### config.mk
export PLATFORM = sky130hd
export DESIGN_NAME = prefix_reduce_pipe
export DESIGN_NICKNAME = d
export VERILOG_FILES = /design/src/rtl/prefix_reduce_pipe.sv
export SDC_FILE = /design/constraint.sdc
export NUM_CORES = 1
export LEC_CHECK = 0
export CAP_MARGIN = 10
export CORE_MARGIN = 8
export CORE_UTILIZATION = 25
export DETAILED_ROUTE_END_ITERATION = 8
export PLACE_DENSITY_LB_ADDON = 0.12
export REMOVE_ABC_BUFFERS = 1
export SYNTH_ARGS = -nofsm -noshare
export SYNTH_HDL_FRONTEND = slang
export SYNTH_SLANG_ARGS = --single-unit
### constraint.sdc
create_clock -name clk -period 7.1 [get_ports clk]
set_clock_uncertainty 0.05 [all_clocks]
set_input_delay 1.42 -clock clk [delete_from_list [all_inputs] [get_ports clk]]
set_output_delay 1.42 -clock clk [all_outputs]
set_load 0.02 [all_outputs]
### src/rtl/prefix_reduce_pipe.sv
// rtl/prefix_reduce_pipe.sv - two-stage pipelined AND/OR/XOR prefix reduction with packet accumulation
// S1 registers the beat, S2 computes prefixes and the packet-running result.
module prefix_reduce_pipe #(
   parameter int N_IN  = 4,
   parameter int WIDTH = 1
) (
   input  logic                        clk,
   input  logic                        rst,
   input  logic [1:0]                  op,
   input  logic                        in_valid,
   output logic                        in_ready,
   input  logic [N_IN*WIDTH-1:0]       in_data,
   input  logic                        in_last,
   output logic                        out_valid,
   input  logic                        out_ready,
   output logic [(N_IN-1)*WIDTH-1:0]   out_prefix,
   output logic [WIDTH-1:0]            out_result,
   output logic                        out_last
);

   localparam logic [1:0] OP_AND = 2'b00;
   localparam logic [1:0] OP_XOR = 2'b10;

   typedef enum logic {IDLE, ACCUM} state_t;

   // Encoding 11 falls into the default branch and therefore acts as OR.
   function automatic logic [WIDTH-1:0] apply(input logic [1:0] o,
                                              input logic [WIDTH-1:0] a,
                                              input logic [WIDTH-1:0] b);
      case (o)
         OP_AND:  return a & b;
         OP_XOR:  return a ^ b;
         default: return a | b;
      endcase
   endfunction

   state_t state, state_nxt;
   logic [1:0] lat_op, lat_op_nxt, eff_op;

   logic                  s1_valid, s1_first, s1_last;
   logic [1:0]            s1_op;
   logic [N_IN*WIDTH-1:0] s1_data;

   logic [WIDTH-1:0] acc;
   logic [WIDTH-1:0] pre [N_IN-1];
   logic [(N_IN-1)*WIDTH-1:0] pre_flat;
   logic [WIDTH-1:0] red, result;

   logic adv1, adv2, accept;

   assign adv2     = !out_valid | out_ready;
   assign adv1     = !s1_valid | adv2;
   assign in_ready = adv1 & !rst;
   assign accept   = in_valid & in_ready;

   always_comb begin
      state_nxt  = state;
      lat_op_nxt = lat_op;
      eff_op     = (state == IDLE) ? op : lat_op;
      if (accept) begin
         case (state)
            IDLE: if (!in_last) begin
               state_nxt  = ACCUM;
               lat_op_nxt = op;
            end
            ACCUM: if (in_last) state_nxt = IDLE;
            default: state_nxt = IDLE;
         endcase
      end
   end

   always_ff @(posedge clk) begin
      if (rst) begin
         state  <= IDLE;
         lat_op <= 2'b00;
      end else begin
         state  <= state_nxt;
         lat_op <= lat_op_nxt;
      end
   end

   always_ff @(posedge clk) begin
      if (rst) begin
         s1_valid <= 1'b0;
         s1_first <= 1'b0;
         s1_last  <= 1'b0;
         s1_op    <= 2'b00;
         s1_data  <= '0;
      end else if (adv1) begin
         s1_valid <= accept;
         if (accept) begin
            s1_first <= (state == IDLE);
            s1_last  <= in_last;
            s1_op    <= eff_op;
            s1_data  <= in_data;
         end
      end
   end

   always_comb begin
      pre[0] = apply(s1_op, s1_data[0 +: WIDTH], s1_data[WIDTH +: WIDTH]);
      for (int j = 1; j < N_IN - 1; j++)
         pre[j] = apply(s1_op, pre[j-1], s1_data[(j+1)*WIDTH +: WIDTH]);
   end

   always_comb begin
      pre_flat = '0;
      for (int j = 0; j < N_IN - 1; j++)
         pre_flat[j*WIDTH +: WIDTH] = pre[j];
   end

   assign red    = pre[N_IN-2];
   assign result = s1_first ? red : apply(s1_op, acc, red);

   // acc only moves together with a beat entering S2, so stalls never double-apply it.
   always_ff @(posedge clk) begin
      if (rst) begin
         out_valid  <= 1'b0;
         out_prefix <= '0;
         out_result <= '0;
         out_last   <= 1'b0;
         acc        <= '0;
      end else if (adv2) begin
         out_valid <= s1_valid;
         if (s1_valid) begin
            out_prefix <= pre_flat;
            out_result <= result;
            out_last   <= s1_last;
            acc        <= result;
         end
      end
   end

endmodule
After elaboration in Yosys (flattened, before gate mapping). Index checks and enable logic that the tools add are counted. W data, S select, Z words.

Flip-flop bits (word level): 18. Output and inout bits: 7. Logic and storage cells: 44.

Equal/unequal tests: 1. Muxes and demuxes: 7. Bitwise logic cells: 18. Reductions and logical operators: 7.

Operator list (count): $pmux W1 S2 (4); $and A1 B1 Y1 (6); $or A1 B1 Y1 (6); $reduce_and A2 Y1 (2); $xor A1 B1 Y1 (4); $logic_not A1 Y1 (3); $reduce_and A3 Y1 (1); $eq A2 B2 Y1 const B (1); $logic_not A2 Y1 (1); $mux W1 (2); $mux W2 (1); $not A1 Y1 (2).

Longest topological paths before layout. Gate-level depths: netlist of the first run.

Word-level depth: 9. Mapped depth: 16. Gate-level depth less buffers: 16.

Least setup slack after synthesis of the first run. Ideal clock, no wire load.

Path kind: flip-flop to flip-flop. Start point: reg s1_data[0]. End point: reg acc. Setup time: 133 ps. Data arrival time: 3396 ps. Required time: 6917 ps. Setup slack: 3521 ps. Stages on the path, launching flop included: 16. Path buffers: 0. Period minus slack after synthesis: 3579 ps. Path through: dfxtp_1 inv_1 ha_1 a211o_2 and2_1 ha_1 nor2b_1 a211o_2 and2_1 ha_1 mux2_2 o21ai_0 ha_1 mux2_1 a222oi_1 a311oi_1.

RTL lines: start: declaration (line 42) `logic [N_IN*WIDTH-1:0] s1_data;`; start signal: assignment (line 95) `s1_data <= in_data;`; end signal: assignment (line 129) `acc <= result;`; end: declaration (line 44) `logic [WIDTH-1:0] acc;`.

Worst setup path in the final report of the first run.
Start point: in rst. End point: out in_ready.

Longest elaborated chain between the ends: 2.

Ends and longest elaborated chain: start: declaration (line 8) `input logic rst,`; $logic_not A1 Y1 (line 53) `assign in_ready = adv1 & !rst;`; $and A1 B1 Y1 (line 53); end: declaration (line 11) `output logic in_ready,`.

Every way passes these cells.

==> out/summary.txt, run 1 <==
Dominant synthesized flop cell = dfxtp_1
Yosys reg bits = 18
Die footprint = 0.00623 sq mm
Critical path class = input port to primary output
Post-route insts no fill = 174
Max FO, Critical Path = 23
Post-cts gate resize count = 0
GRT Total Usage = 0.0748
Filler cell count = 423
Post-CTS Setup Bufs = 0
Antenna Cells = 0
Reg-to-reg slack, setup = 3.26 ns
Die W = 78.9 um
Wirelength, routed = 2130 um
Gr busiest metal = met2
Synth Instances = 108
GR Util met2 = 0.123
CTS buffer count = 3
Residual DRC = 0
Adder-cell share of the synthesized area = 0.101
CTS Root Cell = clkbuf_8
Placed cell count = 171
Post-synthesis mux area share = 0.120
Synth Area in Compound Gates = 0.173
Synth top area share = 0.364
Core Region = 0.00391 sq mm
M1 GR Usage = 0.0900
Crit path arrival time = 3.09 ns
Remaining antenna violation count = 0
Tightest Pin Transition = 0.775 ns
Port bufs = 17
Hold Path Stages = 2
Maximum vdd drop = 77.4 uV
Commonest non-fill, non-tap cell in the layout = dfxtp_1
Final hold vios = 0
Pin count of the biggest net entering global routing = 24
Global route overflow = 0
Initial Util = 0.253
Hold Path Class = flop to flop
Post-synthesis cell area = 990 sq um
Lkg Pwr = 0.498 nW
Critical Path Sink Type = primary output
Max_cap viols = 0
Synth warn = 0
Post-synth EDFFs = 0
# IOs = 18
Status = finished, final reports clean
Share of layout cells above drive strength 1 = 0.121
Worst-path clk slew = 0.06 ns
Final setup vio count = 0
Pre-antenna DRT Iters = 4
Setup_tns = 0 ns
CTS tree = done
End-of-flow core utilization = 0.317
Most frequent cells in the layout = dfxtp_1 (18), clkdlybuf4s50_1 (17), a21oi_1 (11)
Crit Reg-Reg Endpoint = acc
Final GP Congestion = 0.715
1st-iter DRT viols = 30
Hold Crit Start = out_prefix[2]
Clk Latency, worst-skew pair = 0.25 ns
Vias in the first global route = 825
Clock buffer depth = 2
Crit path required time = 5.63 ns
First-pass GRT wire length = 3710 um
Final period utilization = 0.642
Power Density = 182 mW/mm^2
Row count = 23
Final layout net count = 145
Final Max Slew Viols = 0
FFs w/ async S/R, synth = 0
Area of the multi-input gates = 582 sq um
Minimum clock period = 4.56 ns
Die height = 78.9 um
CTS Hold Buffers Added = 0
Fin Hold WS = 0.429 ns
Area growth syn-to-layout = 25.5%
Min-Delay Endpoint = out_prefix[2]
RSZ-0062 raised after global routing = no
Register area = 360 sq um
Main combinational cell family by area after synthesis = simple AND/OR/NAND/NOR gates
Placed wire-length estimate = 1610 um
Top cells by area, synth = dfxtp_1 (36%), ha_1 (10%), mux2_2 (6.8%), a21oi_1 (5.6%), mux2i_1 (4.0%)
Vias post-DR = 790
Grt met3 use = 0.0147
Sequential-to-total area share from yosys stat = 0.364
Drt via density = 4.54
H-Tree Depth = 1
Worst slew margin = 0.482
CTS sink cnt = 18
Worst r2r src = s1_data[0]
Worst Setup Start Kind = input port
Reg2Reg Depth = 15
Drt wl/cell = 12.3 um
Leading area contributor after synthesis = dfxtp_1
Synth Area per Inst = 9.16 sq um
Post-synthesis simple-gate area fraction = 0.193
Antenna violations before repair = 0
Synth unique cells = 30
Max Clk Rate = 219 MHz
XOR/XNOR Fraction of Synth Area = 0
-- kinds of logic (layout without fill, tap and decap cells) --
group | Yosys count | after routing
compound gates | 26 | 26
mux | 11 | 11
buf+inv | 11 | 27
fa+ha+maj | 8 | 8
flops | 18 | 18
simple gates | 34 | 34
-- metal layers --
layer	vias up	wire [um]
li1	418	-
met1	355	1080
met2	13	959
met3	4	54
met4	0	36
met5	-	0
-- area by class of cell --
cell class / count / share of cell area
multi-input cells: 79 / 0.468
flip-flops and latches: 18 / 0.290
repair buffers: 17 / 0.137
well taps: 50 / 0.0504
clock buffers: 3 / 0.0332
inverters: 7 / 0.0211
-- worst max path at each step --
stage	slack, ns	depth (start not counted)	from	end
after floorplan	3.52	15	s1_data[0]	acc
after global placement	2.52	3	rst	in_ready
after detailed placement	2.51	3	rst	in_ready
after CTS	2.51	3	rst	in_ready
after global routing	2.41	3	rst	in_ready
final	2.54	3	rst	in_ready
-- metrics by stage --
step	total power, mW	cell area [sq um]	setup WS [ns]
floorplan	0.140	968	3.52
finish	0.226	1240	2.54
CTS	0.230	1240	2.51
detailed placement	0.158	1200	2.51
global route	0.240	1240	2.41
global placement	0.157	1200	2.52
-- sequential cells by signal (all words and copies together) (netlist names) --
signal,count
s1_data,4
out_prefix,3
lat_op,2
s1_op,2
acc,1
out_last,1
out_valid,1
s1_first,1
s1_last,1
s1_valid,1
state,1
-- critical path, stage by stage --
cell and delay (ns):
clkdlybuf4s50_1 0.80, nor2_1 0.24, clkdlybuf4s50_1 0.62
-- where the power goes --
part	total [mW]	switching (mW)	internal, mW
registers	0.114	0.00654	0.107
clock network	0.0710	0.0334	0.0377
logic	0.0414	0.0190	0.0223
-- cells in the mapped netlist (all sizes together) (2+ instances only) --
cell / n
and2: 2
nand2b: 3
nor2: 8
ha: 8
a21oi: 11
inv: 7
nor2b: 5
a31o: 2
mux2i: 4
dfxtp: 18
a311oi: 4
nand3: 3
o21ai: 5
buf: 4
mux2: 7
nand2: 6
a211o: 2
No activity file was read; power rests on OpenSTA's default activity.
==> run 2: changes to the inputs <==
==> constraint.sdc (replaced) <==
create_clock -name clk -period 4.3 [get_ports clk]
set_clock_uncertainty 0.05 [all_clocks]
set_input_delay 0.86 -clock clk [delete_from_list [all_inputs] [get_ports clk]]
set_output_delay 0.86 -clock clk [all_outputs]
set_load 0.02 [all_outputs]
==> out/summary.txt, run 2 (same netlist as run 1, synthesis figures left out) <==
Fin Hold WS = 0.420 ns
Largest register FFs = 4
Placed inst area = 0.00121 sq mm
# IOs = 18
Filler cell count = 434
Setup_tns = 0 ns
Slowest stage delay, CP = 0.35 ns
Antenna Cells = 0
CTS Root Cell = clkbuf_8
Final Max Slew Viols = 0
Crit path arrival time = 3.82 ns
Final instance area = 0.00126 sq mm
CP delay by family, top = compound AO/OA/AOI/OAI gates
Global route overflow = 0
RSZ-0062 raised after global routing = no
Max Clk Rate = 266 MHz
Area growth syn-to-layout = 27.7%
Crit path required time = 4.37 ns
Slowest-stage cell, CP = a211o_2
Final hold vios = 0
Commonest non-fill, non-tap cell in the layout = dfxtp_1
Max FO, Critical Path = 3
Drt via density = 4.49
Worst slew margin = 0.744
Pin count of the biggest net entering global routing = 24
Register name with the most flops = s1_data
Lkg Pwr = 0.510 nW
Most frequent cells in the layout = dfxtp_1 (18), clkdlybuf4s50_1 (17), a21oi_1 (11)
Row count = 23
Die height = 78.9 um
Final GP Congestion = 0.766
First-pass GRT wire length = 3650 um
Post-cts gate resize count = 0
Critical path class = flop to flop
Drt wl/cell = 12.2 um
Critical Path Sink Type = flop
Initial Util = 0.253
CTS sink cnt = 18
Clock buffer depth = 2
GRT Total Usage = 0.0729
H-Tree Depth = 1
Worst Setup Start Kind = flop
Register area = 360 sq um
Final period utilization = 0.873
WP buf/inv = 1
CTS Hold Buffers Added = 0
Remaining antenna violation count = 0
Core Region = 0.00391 sq mm
Placed wire-length estimate = 1620 um
Minimum clock period = 3.76 ns
Biggest regs = s1_data: 4 flops, out_prefix: 3 flops
Power Density = 311 mW/mm^2
Pre-antenna DRT Iters = 4
Max_cap viols = 0
CTS buffer count = 3
Hold Path Class = flop to flop
Tightest Pin Transition = 0.378 ns
Post-CTS Setup Bufs = 0
CTS tree = done
Maximum vdd drop = 87.8 uV
Vias post-DR = 790
Crit path top cell by count = ha_1
Antenna violations before repair = 0
Residual DRC = 0
Share of layout cells above drive strength 1 = 0.135
Area of the multi-input gates = 582 sq um
Final setup vio count = 0
Die W = 78.9 um
Vias in the first global route = 798
CP Cell Sequence = inv_1, ha_1, a211o_2, and2_1, ha_1, nor2b_1, a211o_2, and2_1, ha_1, mux2_2, o21ai_0, ha_1, mux2_1, a222oi_1, a311oi_1
Wirelength, routed = 2150 um
Clk Latency, worst-skew pair = 0.25 ns
Status = finished, final reports clean
Final layout net count = 146
1st-iter DRT viols = 59
Port bufs = 17
Die footprint = 0.00623 sq mm
Worst-path clk slew = 0.07 ns
-- run 2: worst reg2reg max path: stages, from the launching register on --
cell	delay, ns
dfxtp_1	0.34
inv_1	0.06
ha_1	0.28
a211o_2	0.35
and2_1	0.14
ha_1	0.16
nor2b_1	0.12
a211o_2	0.33
and2_1	0.15
ha_1	0.17
mux2_2	0.28
o21ai_0	0.21
ha_1	0.27
mux2_1	0.29
a222oi_1	0.30
a311oi_1	0.13
-- run 2: area by class of cell --
class	instances	share of cell area
Multi-Input combinational cell	79	0.460
Sequential cell	18	0.285
Timing Repair Buffer	18	0.141
Tap cell	50	0.0495
Clock buffer	4	0.0436
Inverter	7	0.0208
-- run 2: stage by stage --
stage | setup slack [ns] | utilization | total power [mW] | std cells
global route | 0.218 | 0.323 | 0.419 | 176
CTS | 0.510 | 0.323 | 0.401 | 176
finish | 0.545 | 0.323 | 0.393 | 176
global placement | 0.502 | 0.309 | 0.260 | 172
detailed placement | 0.518 | 0.309 | 0.261 | 172
floorplan | 0.717 | - | 0.230 | 104
-- run 2: where the power goes --
group	internal (mW)	switching (mW)	total, mW
combinational	0.0372	0.0313	0.0685
sequential	0.177	0.0107	0.187
clock	0.0813	0.0561	0.137
-- run 2: per-layer routing --
metal | vias to the layer above | global-route usage | wire length (um)
met1 | 357 | 0.0845 | 1070
met4 | 0 | 0.0333 | 20
met3 | 2 | 0.0203 | 71
met5 | - | 0 | 0
li1 | 422 | - | -
met2 | 9 | 0.122 | 992
-- run 2: worst paths after layout --
kind                    from        to  slack, ns  depth (start not counted)
setup / recovery  s1_data[0]       acc       0.54                         15
hold / removal       s1_last  out_last       0.42                          2
setup reg to reg  s1_data[0]       acc       0.54                         15
hold reg to reg      s1_last  out_last       0.42                          2
